===== src/rtl/bus_arbiter_rr_pkg.sv =====
// Shared types and constants for the N-channel round-robin bus arbiter:
// FSM states, access-size encodings, byte-enable masks and the access legality check.
package bus_arbiter_rr_pkg;

   typedef enum logic [1:0] {
      ST_IDLE = 2'd0,
      ST_BUSY = 2'd1,
      ST_RESP = 2'd2
   } state_e;

   // funct3[1:0] selects the access size, funct3[2] selects zero-extension
   localparam logic [1:0] SZ_B = 2'b00;
   localparam logic [1:0] SZ_H = 2'b01;
   localparam logic [1:0] SZ_W = 2'b10;

   localparam logic [3:0] BE_B = 4'b0001;
   localparam logic [3:0] BE_H = 4'b0011;
   localparam logic [3:0] BE_W = 4'b1111;

   function automatic logic access_illegal(input logic       wen,
                                           input logic [2:0] f3,
                                           input logic [1:0] addr_lo);
      logic bad;
      bad = (f3 == 3'b011) || (f3[2:1] == 2'b11);
      if (wen && f3[2]) begin
         bad = 1'b1;
      end
      if ((f3[1:0] == SZ_H) && addr_lo[0]) begin
         bad = 1'b1;
      end
      if ((f3[1:0] == SZ_W) && (addr_lo != 2'b00)) begin
         bad = 1'b1;
      end
      return bad;
   endfunction

endpackage


===== src/rtl/bus_arbiter_rr_if.sv =====
// System-bus side of the arbiter: the arbiter drives it through the master
// modport, memory or interconnect answers through the slave modport.
interface bus_arbiter_rr_if #(
   parameter int ADDR_W = 32
);
   logic              bus_en;
   logic              wr_en;
   logic [31:0]       wr_data;
   logic [ADDR_W-1:0] addr;
   logic [3:0]        byte_en;
   logic              ack;
   logic [31:0]       rd_data;

   modport master (
      output bus_en, wr_en, wr_data, addr, byte_en,
      input  ack, rd_data
   );

   modport slave (
      input  bus_en, wr_en, wr_data, addr, byte_en,
      output ack, rd_data
   );
endinterface


===== src/rtl/bus_arbiter_rr_lane_fmt.sv =====
// Combinational byte-lane formatter: replicates store data across lanes,
// builds byte enables and extracts/extends load data for the selected access.
module bus_arbiter_rr_lane_fmt
   import bus_arbiter_rr_pkg::*;
(
   input  logic [2:0]  f3_i,
   input  logic [1:0]  addr_lo_i,
   input  logic [31:0] wdata_i,
   input  logic [31:0] rd_data_i,
   output logic [3:0]  byte_en_o,
   output logic [31:0] wr_data_o,
   output logic [31:0] rdata_o
);
   logic [7:0]  rd_lane [4];
   logic [7:0]  byte_sel;
   logic [15:0] half_sel;
   logic        sext;

   for (genvar gi = 0; gi < 4; gi++) begin : g_lane
      assign rd_lane[gi] = rd_data_i[8*gi +: 8];
      assign wr_data_o[8*gi +: 8] = (f3_i[1:0] == SZ_B) ? wdata_i[7:0] :
                                    (f3_i[1:0] == SZ_H) ? wdata_i[8*(gi%2) +: 8] :
                                                          wdata_i[8*gi +: 8];
   end

   assign byte_sel = rd_lane[addr_lo_i];
   assign half_sel = addr_lo_i[1] ? rd_data_i[31:16] : rd_data_i[15:0];
   assign sext     = ~f3_i[2];

   always_comb begin
      byte_en_o = BE_W;
      rdata_o   = rd_data_i;
      case (f3_i[1:0])
         SZ_B: begin
            byte_en_o = BE_B << addr_lo_i;
            rdata_o   = {{24{sext & byte_sel[7]}}, byte_sel};
         end
         SZ_H: begin
            byte_en_o = BE_H << addr_lo_i;
            rdata_o   = {{16{sext & half_sel[15]}}, half_sel};
         end
         default: begin
            byte_en_o = BE_W;
            rdata_o   = rd_data_i;
         end
      endcase
   end
endmodule


===== src/rtl/bus_arbiter_rr.sv =====
// N-channel requester arbiter onto a single system-bus master port with
// fixed or round-robin grant, ack timeout and access-error reporting.
module bus_arbiter_rr
   import bus_arbiter_rr_pkg::*;
#(
   parameter int NUM_CH  = 2,
   parameter int ADDR_W  = 32,
   parameter int RR_MODE = 1,
   parameter int TIMEOUT = 0
) (
   input  logic                     i_clk,
   input  logic                     i_rst,
   input  logic [NUM_CH-1:0]        i_req,
   input  logic [NUM_CH-1:0]        i_wen,
   input  logic [3*NUM_CH-1:0]      i_f3,
   input  logic [ADDR_W*NUM_CH-1:0] i_addr,
   input  logic [32*NUM_CH-1:0]     i_wdata,
   output logic [NUM_CH-1:0]        o_ready,
   output logic [NUM_CH-1:0]        o_err,
   output logic [31:0]              o_rdata,
   bus_arbiter_rr_if.master         bus
);
   localparam int CH_W = (NUM_CH > 1) ? $clog2(NUM_CH) : 1;
   localparam int TO_W = (TIMEOUT > 0) ? $clog2(TIMEOUT + 1) : 1;
   localparam logic [TO_W-1:0] TO_LAST = (TIMEOUT > 0) ? TO_W'(TIMEOUT - 1) : '0;

   logic [2:0]        ch_f3    [NUM_CH];
   logic [ADDR_W-1:0] ch_addr  [NUM_CH];
   logic [31:0]       ch_wdata [NUM_CH];

   state_e            state_q, state_d;
   logic [CH_W-1:0]   grant_q, grant_d;
   logic [CH_W-1:0]   ptr_q, ptr_d;
   logic [TO_W-1:0]   cnt_q, cnt_d;
   logic              err_q, err_d;
   logic              wen_q, wen_d;
   logic [2:0]        f3_q, f3_d;
   logic [ADDR_W-1:0] addr_q, addr_d;
   logic [31:0]       wdata_q, wdata_d;
   logic [31:0]       rdata_q, rdata_d;

   logic [CH_W-1:0]   gnt_sel;
   logic              busy;
   logic              resp;
   logic [3:0]        fmt_byte_en;
   logic [31:0]       fmt_wr_data;
   logic [31:0]       fmt_rdata;

   for (genvar gi = 0; gi < NUM_CH; gi++) begin : g_ch
      assign ch_f3[gi]    = i_f3[3*gi +: 3];
      assign ch_addr[gi]  = i_addr[ADDR_W*gi +: ADDR_W];
      assign ch_wdata[gi] = i_wdata[32*gi +: 32];
      assign o_ready[gi]  = resp && (grant_q == CH_W'(gi));
      assign o_err[gi]    = resp && err_q && (grant_q == CH_W'(gi));
   end

   // Search starts at the pointer in round-robin mode, at channel 0 otherwise
   always_comb begin : p_grant
      int  idx;
      logic found;
      gnt_sel = '0;
      found   = 1'b0;
      idx     = 0;
      for (int k = 0; k < NUM_CH; k++) begin
         idx = (RR_MODE != 0) ? int'(ptr_q) + k : k;
         if (idx >= NUM_CH) begin
            idx = idx - NUM_CH;
         end
         if (!found && i_req[CH_W'(idx)]) begin
            found   = 1'b1;
            gnt_sel = CH_W'(idx);
         end
      end
   end

   bus_arbiter_rr_lane_fmt u_lane_fmt (
      .f3_i      (f3_q),
      .addr_lo_i (addr_q[1:0]),
      .wdata_i   (wdata_q),
      .rd_data_i (bus.rd_data),
      .byte_en_o (fmt_byte_en),
      .wr_data_o (fmt_wr_data),
      .rdata_o   (fmt_rdata)
   );

   always_comb begin
      state_d = state_q;
      grant_d = grant_q;
      ptr_d   = ptr_q;
      cnt_d   = cnt_q;
      err_d   = err_q;
      wen_d   = wen_q;
      f3_d    = f3_q;
      addr_d  = addr_q;
      wdata_d = wdata_q;
      rdata_d = rdata_q;
      case (state_q)
         ST_IDLE: begin
            if (|i_req) begin
               grant_d = gnt_sel;
               wen_d   = i_wen[gnt_sel];
               f3_d    = ch_f3[gnt_sel];
               addr_d  = ch_addr[gnt_sel];
               wdata_d = ch_wdata[gnt_sel];
               cnt_d   = '0;
               rdata_d = '0;
               if (access_illegal(i_wen[gnt_sel], ch_f3[gnt_sel], ch_addr[gnt_sel][1:0])) begin
                  err_d   = 1'b1;
                  state_d = ST_RESP;
               end else begin
                  err_d   = 1'b0;
                  state_d = ST_BUSY;
               end
            end
         end
         ST_BUSY: begin
            // An ack in the expiry cycle still completes the access cleanly
            if (bus.ack) begin
               rdata_d = wen_q ? 32'h0 : fmt_rdata;
               err_d   = 1'b0;
               state_d = ST_RESP;
            end else if ((TIMEOUT > 0) && (cnt_q == TO_LAST)) begin
               err_d   = 1'b1;
               state_d = ST_RESP;
            end else if (TIMEOUT > 0) begin
               cnt_d = cnt_q + 1'b1;
            end
         end
         ST_RESP: begin
            ptr_d   = (grant_q == CH_W'(NUM_CH - 1)) ? '0 : grant_q + 1'b1;
            state_d = ST_IDLE;
         end
         default: begin
            state_d = ST_IDLE;
         end
      endcase
   end

   always_ff @(posedge i_clk) begin
      if (i_rst) begin
         state_q <= ST_IDLE;
         grant_q <= '0;
         ptr_q   <= '0;
         cnt_q   <= '0;
         err_q   <= 1'b0;
         wen_q   <= 1'b0;
         f3_q    <= '0;
         addr_q  <= '0;
         wdata_q <= '0;
         rdata_q <= '0;
      end else begin
         state_q <= state_d;
         grant_q <= grant_d;
         ptr_q   <= ptr_d;
         cnt_q   <= cnt_d;
         err_q   <= err_d;
         wen_q   <= wen_d;
         f3_q    <= f3_d;
         addr_q  <= addr_d;
         wdata_q <= wdata_d;
         rdata_q <= rdata_d;
      end
   end

   assign busy = (state_q == ST_BUSY);
   assign resp = (state_q == ST_RESP);

   assign bus.bus_en  = busy;
   assign bus.wr_en   = busy & wen_q;
   assign bus.addr    = busy ? {addr_q[ADDR_W-1:2], 2'b00} : '0;
   assign bus.wr_data = busy ? fmt_wr_data : 32'h0;
   assign bus.byte_en = busy ? fmt_byte_en : 4'h0;
   assign o_rdata     = resp ? rdata_q : 32'h0;
endmodule

===== src/flat_wrapper.sv =====
// flat-port wrapper written by rule: the top's interface ports become plain ports
module bus_arbiter_rr_flat import bus_arbiter_rr_pkg::*;
#(
   parameter int NUM_CH  = 2,
   parameter int ADDR_W  = 32,
   parameter int RR_MODE = 1,
   parameter int TIMEOUT = 0
)
  (i_clk, i_rst, i_req, i_wen, i_f3, i_addr, i_wdata, o_ready, o_err, o_rdata, bus_bus_en, bus_wr_en, bus_wr_data, bus_addr, bus_byte_en, bus_ack, bus_rd_data);
  bus_arbiter_rr_if #(.ADDR_W(ADDR_W)) bus_i ();
  input  logic i_clk;
  input  logic i_rst;
  input  logic [NUM_CH-1:0] i_req;
  input  logic [NUM_CH-1:0] i_wen;
  input  logic [3*NUM_CH-1:0] i_f3;
  input  logic [ADDR_W*NUM_CH-1:0] i_addr;
  input  logic [32*NUM_CH-1:0] i_wdata;
  output logic [NUM_CH-1:0] o_ready;
  output logic [NUM_CH-1:0] o_err;
  output logic [31:0] o_rdata;
  output wire logic [$bits(bus_i.bus_en)-1:0] bus_bus_en;
  output wire logic [$bits(bus_i.wr_en)-1:0] bus_wr_en;
  output wire logic [$bits(bus_i.wr_data)-1:0] bus_wr_data;
  output wire logic [$bits(bus_i.addr)-1:0] bus_addr;
  output wire logic [$bits(bus_i.byte_en)-1:0] bus_byte_en;
  input wire logic [$bits(bus_i.ack)-1:0] bus_ack;
  input wire logic [$bits(bus_i.rd_data)-1:0] bus_rd_data;
  assign bus_bus_en = bus_i.bus_en;
  assign bus_wr_en = bus_i.wr_en;
  assign bus_wr_data = bus_i.wr_data;
  assign bus_addr = bus_i.addr;
  assign bus_byte_en = bus_i.byte_en;
  assign bus_i.ack = bus_ack;
  assign bus_i.rd_data = bus_rd_data;
  bus_arbiter_rr #(.NUM_CH(NUM_CH), .ADDR_W(ADDR_W), .RR_MODE(RR_MODE), .TIMEOUT(TIMEOUT)) u_core (.i_clk(i_clk), .i_rst(i_rst), .i_req(i_req), .i_wen(i_wen), .i_f3(i_f3), .i_addr(i_addr), .i_wdata(i_wdata), .o_ready(o_ready), .o_err(o_err), .o_rdata(o_rdata), .bus(bus_i));
endmodule

===== config.mk =====
export PLATFORM = sky130hd
export DESIGN_NAME = bus_arbiter_rr_flat
export DESIGN_NICKNAME = d
export VERILOG_FILES = /design/src/rtl/bus_arbiter_rr_pkg.sv /design/src/rtl/bus_arbiter_rr_if.sv /design/src/rtl/bus_arbiter_rr_lane_fmt.sv /design/src/rtl/bus_arbiter_rr.sv /design/src/flat_wrapper.sv
export SDC_FILE = /design/constraint.sdc
export NUM_CORES = 1
export LEC_CHECK = 0
export BUFFER_PORTS_ARGS = -buffer_cell sky130_fd_sc_hd__buf_2
export CAP_MARGIN = 20
export CORE_ASPECT_RATIO = 1.4
export CORE_MARGIN = 2
export CORE_UTILIZATION = 44
export CTS_BUF_LIST = sky130_fd_sc_hd__clkbuf_8
export CTS_CLUSTER_DIAMETER = 120
export DETAILED_ROUTE_END_ITERATION = 6
export PLACE_DENSITY = 0.79
export SLEW_MARGIN = 20
export SYNTH_ARGS = -nofsm -noshare
export SYNTH_HDL_FRONTEND = slang
export SYNTH_SLANG_ARGS = --single-unit

===== constraint.sdc =====
create_clock -name i_clk -period 1.45 [get_ports i_clk]
set_input_delay 0.2175 -clock i_clk [delete_from_list [all_inputs] [get_ports i_clk]]
set_output_delay 0.2175 -clock i_clk [all_outputs]
set_load 0.05 [all_outputs]

==> reports/results.txt, run 1 <==
CP most frequent cell: buf_6
Clk sink count: 105
Die Y: 142 um
DRT Pass-1 Iters: 7
Crit-path max FO: 5
CORE AREA: 13300 um^2
Power per cell area: 945 nW/um^2
Worst skew pair latency: 0.40 ns
Status: finished, violations left
Register area share after synthesis: 0.352
Area after DPL: 8430 um^2
DRT iter0 DRCs: 848
CTS Hold Bufs: 0
Die Wd: 102 um
Crit Path Class: register to register
Die area: 14500 um^2
#FFs+latches synth: 105
Critical Path Start Type: register
Clock buffer depth: 2
CTS H-tree depth: 3
DR WL/cell: 27.6 um
Post-Synthesis Cell Area: 5970 um^2
Largest net degree at the start of global routing: 70
Period utilization: 1.60
Worst path buffer plus inverter count: 6
Syn avg cell area: 7.94 um^2
Final Max Slew Viols: 0
Hpwl dp: 15.8 mm
Final Instance Area: 11800 um^2
Vias in the first global route: 8278
Crit path cell chain: buf_6 > buf_6 > nor3_4 > buf_12 > buf_6 > buf_12 > buf_8 > nor2_2 > a311oi_1
Routed vias: 8707
Fraction of layout cells with a size suffix above 1: 0.637
Total CTS buffers: 9
Number of antenna violations at the first check in global routing: 2
CTS tree: done
Clock slew at reported path FFs: 0.13 ns
Minimum clock period: 2.33 ns
Place WS: -0.206 ns
CP required: 1.68 ns
Cell variety after synth: 42
Fmax: 0.430 GHz
Hold Vio Cnt, Final: 0
First-pass GRT wire length: 46.1 mm
Synth Instances: 752
Number of I/O port buffers: 276
RSZ-0062 raised after global routing: yes
Clock skew: 0.0171 ns
Type of element capturing the critical path: register
Leading cell types in the layout, fill and taps excluded: buf_2 (172), dfxtp_1 (96), buf_8 (87), nand2_1 (75), and2_4 (71)
Site row count: 50
Clock root buffer: clkbuf_8
Nets: 1289
Via-to-Cell Ratio: 6.67
Worst-margin pin slew: 0.907 ns
Peak VDD IR: 0.000701 V
Final WS setup: -0.877 ns
Max-cap violation count: 0
Slowest cell on crit path: a311oi_1
Layout fillers: 542
Top Ports: 279
DRT antenna net count: 0
Routed wire length: 36.0 mm
Slew HR: 0.391
Standby leakage power: 5.01 nW
Violated checks: setup timing
Gr ovfl total: 0
Worst path top cell family by delay: buffers and inverters
Initial core utilization: 0.448
Commonest non-fill, non-tap cell in the layout: buf_2
Crit-path max cell delay: 0.71 ns
Drt drc: 0
Critical path arrival: 2.56 ns
Setup Viol. Count Final: 207
Worst min path class: input pin to register
Area grow syn2layout: 98.0%
GR Util All Layers: 0.419
GPL Wtd Cong: 0.937
Ys Warns: 0
==> report_power, final <==
part | internal (W) | leakage [nW] | total [W] | switching [W]
logic | 0.00263 | 4.04 | 0.00549 | 0.00285
registers | 0.00320 | 0.869 | 0.00360 | 0.000397
clock network | 0.000836 | 0.103 | 0.00210 | 0.00126
==> tightest hold or removal path: stages <==
cell and delay, ns:
buf_2 0.09, nand2_1 0.04, a311oi_1 0.08
==> path summary, 6_finish.rpt <==
check                    start                  to  slack (ns)  cells after the start
max          u_core.state_q[0]  u_core.wdata_q[16]       -0.88                      9
max reg2reg  u_core.state_q[0]  u_core.wdata_q[16]       -0.88                      9
min                i_wdata[26]  u_core.wdata_q[26]        0.05                      3
min reg2reg  u_core.rdata_q[1]   u_core.rdata_q[1]        0.50                      1
==> flip-flops by register name, indices dropped and copies added (netlist names) <==
register	count
u_core.addr_q	32
u_core.err_q	1
u_core.f3_q	3
u_core.grant_q	1
u_core.ptr_q	1
u_core.rdata_q	32
u_core.state_q	2
u_core.wdata_q	32
u_core.wen_q	1
==> synthesized netlist by cell type <==
cell / n / area share
nor2_1: 108 / 0.068
dfxtp_1: 105 / 0.35
nand2_1: 89 / 0.056
and2_1: 71 / 0.074
nand3_1: 69 / 0.058
a311oi_1: 68 / 0.10
clkbuf_1: 38 / 0.024
buf_2: 30 / 0.025
a21oi_1: 23 / 0.019
a221o_1: 23 / 0.039
mux2i_1: 16 / 0.027
o2bb2ai_1: 15 / 0.022
inv_1: 13 / 0.0082
a221oi_1: 9 / 0.013
a22o_1: 9 / 0.013
mux4_2: 8 / 0.030
o21ai_0: 8 / 0.0067
o22ai_1: 8 / 0.0084
buf_4: 6 / 0.0075
buf_1: 5 / 0.0031
nor3_1: 5 / 0.0042
nor3_4: 3 / 0.0082
and3_1: 2 / 0.0021
mux2_2: 2 / 0.0038
nand2b_1: 2 / 0.0021
a22oi_1: 1 / 0.0013
a32o_1: 1 / 0.0017
buf_6: 1 / 0.0019
conb_1: 1 / 0.00063
inv_2: 1 / 0.00063
inv_4: 1 / 0.0010
nand2_4: 1 / 0.0019
nand3_4: 1 / 0.0029
nor2_2: 1 / 0.0010
nor2_4: 1 / 0.0019
nor2b_1: 1 / 0.0010
nor3b_4: 1 / 0.0031
o211ai_1: 1 / 0.0013
o21ai_2: 1 / 0.0015
o32a_1: 1 / 0.0017
or2_1: 1 / 0.0010
or2_2: 1 / 0.0010
==> routing by layer <==
layer | vias up | part of all wire | GRT usage
li1 | 3457 | - | -
met5 | - | 0.00036 | 0
met4 | 2 | 0.11 | 0.309
met3 | 313 | 0.11 | 0.131
met1 | 4087 | 0.30 | 0.447
met2 | 848 | 0.48 | 0.683
==> area by class of cell <==
type,instances,area [um^2],share of cell area
Antenna cell,2,5.00,0.000423
Clock buffer,9,124,0.0105
Clock inverter,7,83.8,0.00709
Inverter,15,88.8,0.00751
Multi-Input combinational cell,553,4670,0.395
Sequential cell,105,2120,0.179
Tap cell,182,228,0.0193
Timing Repair Buffer,431,4490,0.380
Timing Repair inverter,1,11.3,0.000952
==> metrics by stage <==
step	total power [W]	setup TNS [ns]	cells	hold slack [ns]	utilization
after CTS	0.0101	-50.08	1285	0.0618	0.834
after detailed placement	0.00657	-11.43	1207	0.451	0.633
after global routing	0.0114	-78.64	1305	0.0675	0.887
after floorplan	0.00536	-4.01	753	0.348	-
after global placement	0.00652	-8.75	1207	0.443	0.633
final	0.0112	-68.69	1305	0.0533	0.887
==> logic make-up after synthesis <==
family / count (synthesis) / share of synthesized area
buf+inv: 95 / 0.0715
mux: 26 / 0.0608
other cells: 1 / 0.000628
simple gates: 357 / 0.287
compound gates: 168 / 0.228
flops: 105 / 0.352
==> timing repair <==
action                     4_1_cts  5_1_grt
pin swaps                       92       47
setup endpoints to repair      194      208
gates resized for setup        451      160
gates cloned                    21        4
setup buffers                   41       28
No activity file was read; power rests on OpenSTA's default activity.
==> run 2, diff against run 1 <==
==> constraint.sdc (replaced) <==
create_clock -name i_clk -period 2.1 [get_ports i_clk]
set_input_delay 0.315 -clock i_clk [delete_from_list [all_inputs] [get_ports i_clk]]
set_output_delay 0.315 -clock i_clk [all_outputs]
set_load 0.05 [all_outputs]
==> run 2 against run 1 <==
Compared with the run above:
- critical endpoint is now bus_wr_data[24]
- sequential share of layout area increased by 8.9 points
- via count is 24% lower
- sequential power is 34% lower
- non-clock buffer count down 128
- clock-buffer cell count unchanged
- combinational power is 68% lower
- routed wire length down 44%
- global-route usage is 15 points lower
- clock skew shrank 0.0039 ns
- worst setup slack better by 0.98 ns
- the flow now finishes without violations
- largest power group is now registers
==> reports/results.txt, run 2 (synthesis gave the netlist of run 1 again) <==
Worst skew pair latency: 0.38 ns (was 0.40 ns)
Psw: 0.00202 W (was 0.00451 W)
Total power: 0.00559 W (was 0.0112 W)
Drt drc: 0 (unchanged)
Period utilization: 0.952
CTS tree: done (unchanged)
Top Ports: 279 (unchanged)
Nets: 1160 (was 1289)
Cell Int Power: 0.00357 W (was 0.00667 W)
Crit path cell chain: buf_8 > mux2i_2 > nor2_1 > a21oi_1 > nor2_1 > buf_2 (was buf_6 > buf_6 > nor3_4 > buf_12 > buf_6 > buf_12 > buf_8 > nor2_2 > a311oi_1)
Initial core utilization: 0.448 (unchanged)
Biggest registers after layout: u_core.addr_q x32, u_core.rdata_q x32, u_core.wdata_q x32 (unchanged)
Number of antenna violations at the first check in global routing: 1 (was 2)
Routed wl met3: 1.50 mm (was 4.08 mm)
CP required: 1.78 ns (was 1.68 ns)
Worst min path class: input pin to register (unchanged)
Clock buffer depth: 2 (unchanged)
Fraction of layout cells with a size suffix above 1: 0.364 (was 0.637)
Leading cell types in the layout, fill and taps excluded: buf_2 (249), nor2_1 (107), dfxtp_1 (98), nand2_1 (88), and2_1 (71) (was buf_2 (172), dfxtp_1 (96), buf_8 (87), nand2_1 (75), and2_4 (71))
Sw Share: 0.361 (was 0.403)
Standby leakage power: 3.63 nW (was 5.01 nW)
Critical path arrival: 1.68 ns (was 2.56 ns)
Via-to-Cell Ratio: 5.64 (was 6.67)
Minimum clock period: 2.00 ns
Clock share of power: 0.257 (was 0.187)
RSZ-0062 raised after global routing: yes (unchanged)
Slew HR: 0.487 (was 0.391)
Area grow syn2layout: 31.6% (was 98.0%)
DRT Pass-1 Iters: 5 (was 7)
Crit Path Class: register to output port (was register to register)
Clock root buffer: clkbuf_8 (unchanged)
Largest net degree at the start of global routing: 73 (was 70)
Critical Path Start Type: register (unchanged)
CTS Hold Bufs: 0 (unchanged)
Clk sink count: 105 (unchanged)
Highest metal layer with signal wires: met4 (was met5)
Hold Vio Cnt, Final: 0 (unchanged)
Final WS setup: 0.101 ns (was -0.877 ns)
Cts repair resizes: 3 (was 451)
Metal-1 WL: 7.74 mm (was 10.8 mm)
Detail Route met2 WL: 10.2 mm (was 17.1 mm)
Die Wd: 102 um (unchanged)
Setup Viol. Count Final: 0 (was 207)
Peak VDD IR: 0.000397 V (was 0.000701 V)
Hpwl dp: 15.0 mm (was 15.8 mm)
Crit-path max FO: 12 (was 5)
Power per cell area: 711 nW/um^2 (was 945 nW/um^2)
Place WS: 0.169 ns (was -0.206 ns)
Die area: 14500 um^2 (unchanged)
Number of I/O port buffers: 276 (unchanged)
GPL Wtd Cong: 0.906 (was 0.937)
DRT antenna net count: 0 (unchanged)
CORE AREA: 13300 um^2 (unchanged)
CTS H-tree depth: 3 (unchanged)
Antenna Cells: 0 (was 2)
Routed vias: 6622 (was 8707)
Gr ovfl total: 0 (unchanged)
CP most frequent cell: nor2_1 (was buf_6)
Site row count: 50 (unchanged)
Clock slew at reported path FFs: 0.11 ns (was 0.13 ns)
Setup TNS: 0 ns (was -68.69 ns)
Commonest non-fill, non-tap cell in the layout: buf_2 (unchanged)
Worst-margin pin slew: 0.769 ns (was 0.907 ns)
GR Util All Layers: 0.274 (was 0.419)
Final Max Slew Viols: 0 (unchanged)
Clock skew: 0.0132 ns (was 0.0171 ns)
Total CTS buffers: 9 (unchanged)
Status: completed (was finished, violations left)
Max-cap violation count: 0 (unchanged)
Vias in the first global route: 6142 (was 8278)
Combinational fraction of design power: 0.315 (was 0.491)
Worst path buffer plus inverter count: 2 (was 6)
Reg power frac: 0.428 (was 0.322)
Fmax: 0.500 GHz
Crit-path max cell delay: 0.39 ns (was 0.71 ns)
Type of element capturing the critical path: output port (was register)
Die Y: 142 um (unchanged)
Slowest cell on crit path: dfxtp_2 (was a311oi_1)
Number of setup buffers added after CTS: 0 (was 41)
DR WL/cell: 17.2 um (was 27.6 um)
Worst path top cell family by delay: buffers and inverters (unchanged)
First-pass GRT wire length: 31.3 mm (was 46.1 mm)
Routed wire length: 20.1 mm (was 36.0 mm)
DRT iter0 DRCs: 391 (was 848)
run 2: changes by cell type in the layout (fill, tap and decap cells not counted), sizes merged:
cell and delta:
bufinv +1, buf -148, clkinvlp -2, clkbuf +20, diode -2
run 2: cell type report:
class / count / area (um^2)
Timing Repair Buffer: 303 / 1740
Fill cell: 1242 / 5470
Tap cell: 182 / 228
Clock buffer: 9 / 124
Multi-Input combinational cell: 553 / 3490
Sequential cell: 105 / 2110
Clock inverter: 7 / 100
Inverter: 15 / 61.3
run 2: power groups by stage:
| stage | combinational [W] | clock, W | sequential (W) |
|---|---|---|---|
| 2_1_floorplan | 0.00125 | 0 | 0.00234 |
| 3_3_place_gp | 0.00171 | 0 | 0.00242 |
| 3_5_place_dp | 0.00173 | 0 | 0.00243 |
| 4_1_cts | 0.00174 | 0.00147 | 0.00238 |
| 5_1_grt | 0.00193 | 0.00153 | 0.00242 |
| 6_report | 0.00176 | 0.00144 | 0.00239 |
run 2: path summary, 6_finish.rpt:
kind                                           end  cells after the start  slack (ns)               from
worst max-delay path               bus_wr_data[24]                      6        0.10     u_core.f3_q[0]
worst min-delay path             u_core.addr_q[11]                      3        0.18         i_addr[11]
worst max register to register  u_core.rdata_q[16]                      6        0.31  u_core.state_q[1]
worst min register to register   u_core.rdata_q[2]                      1        0.47  u_core.rdata_q[2]
run 2: worst min-delay path, stage by stage:
cell and delay [ns]:
buf_2 0.09, nand2_1 0.04, a311oi_1 0.07
run 2: metal layers:
layer | global-route usage | vias up
met3 | 0.0537 | 43
met1 | 0.331 | 3090
li1 | - | 3183
met5 | 0 | -
met4 | 0.120 | 0
met2 | 0.466 | 306
run 2: through the flow:
step / utilization / instance area (um^2) / hold slack (ns) / cells
global placement: 0.566 / 7540 / 0.441 / 1158
floorplan: - / 6010 / 0.424 / 753
CTS: 0.583 / 7770 / 0.158 / 1174
detailed placement: 0.566 / 7540 / 0.443 / 1158
global route: 0.590 / 7860 / 0.177 / 1174
finish: 0.590 / 7860 / 0.181 / 1174
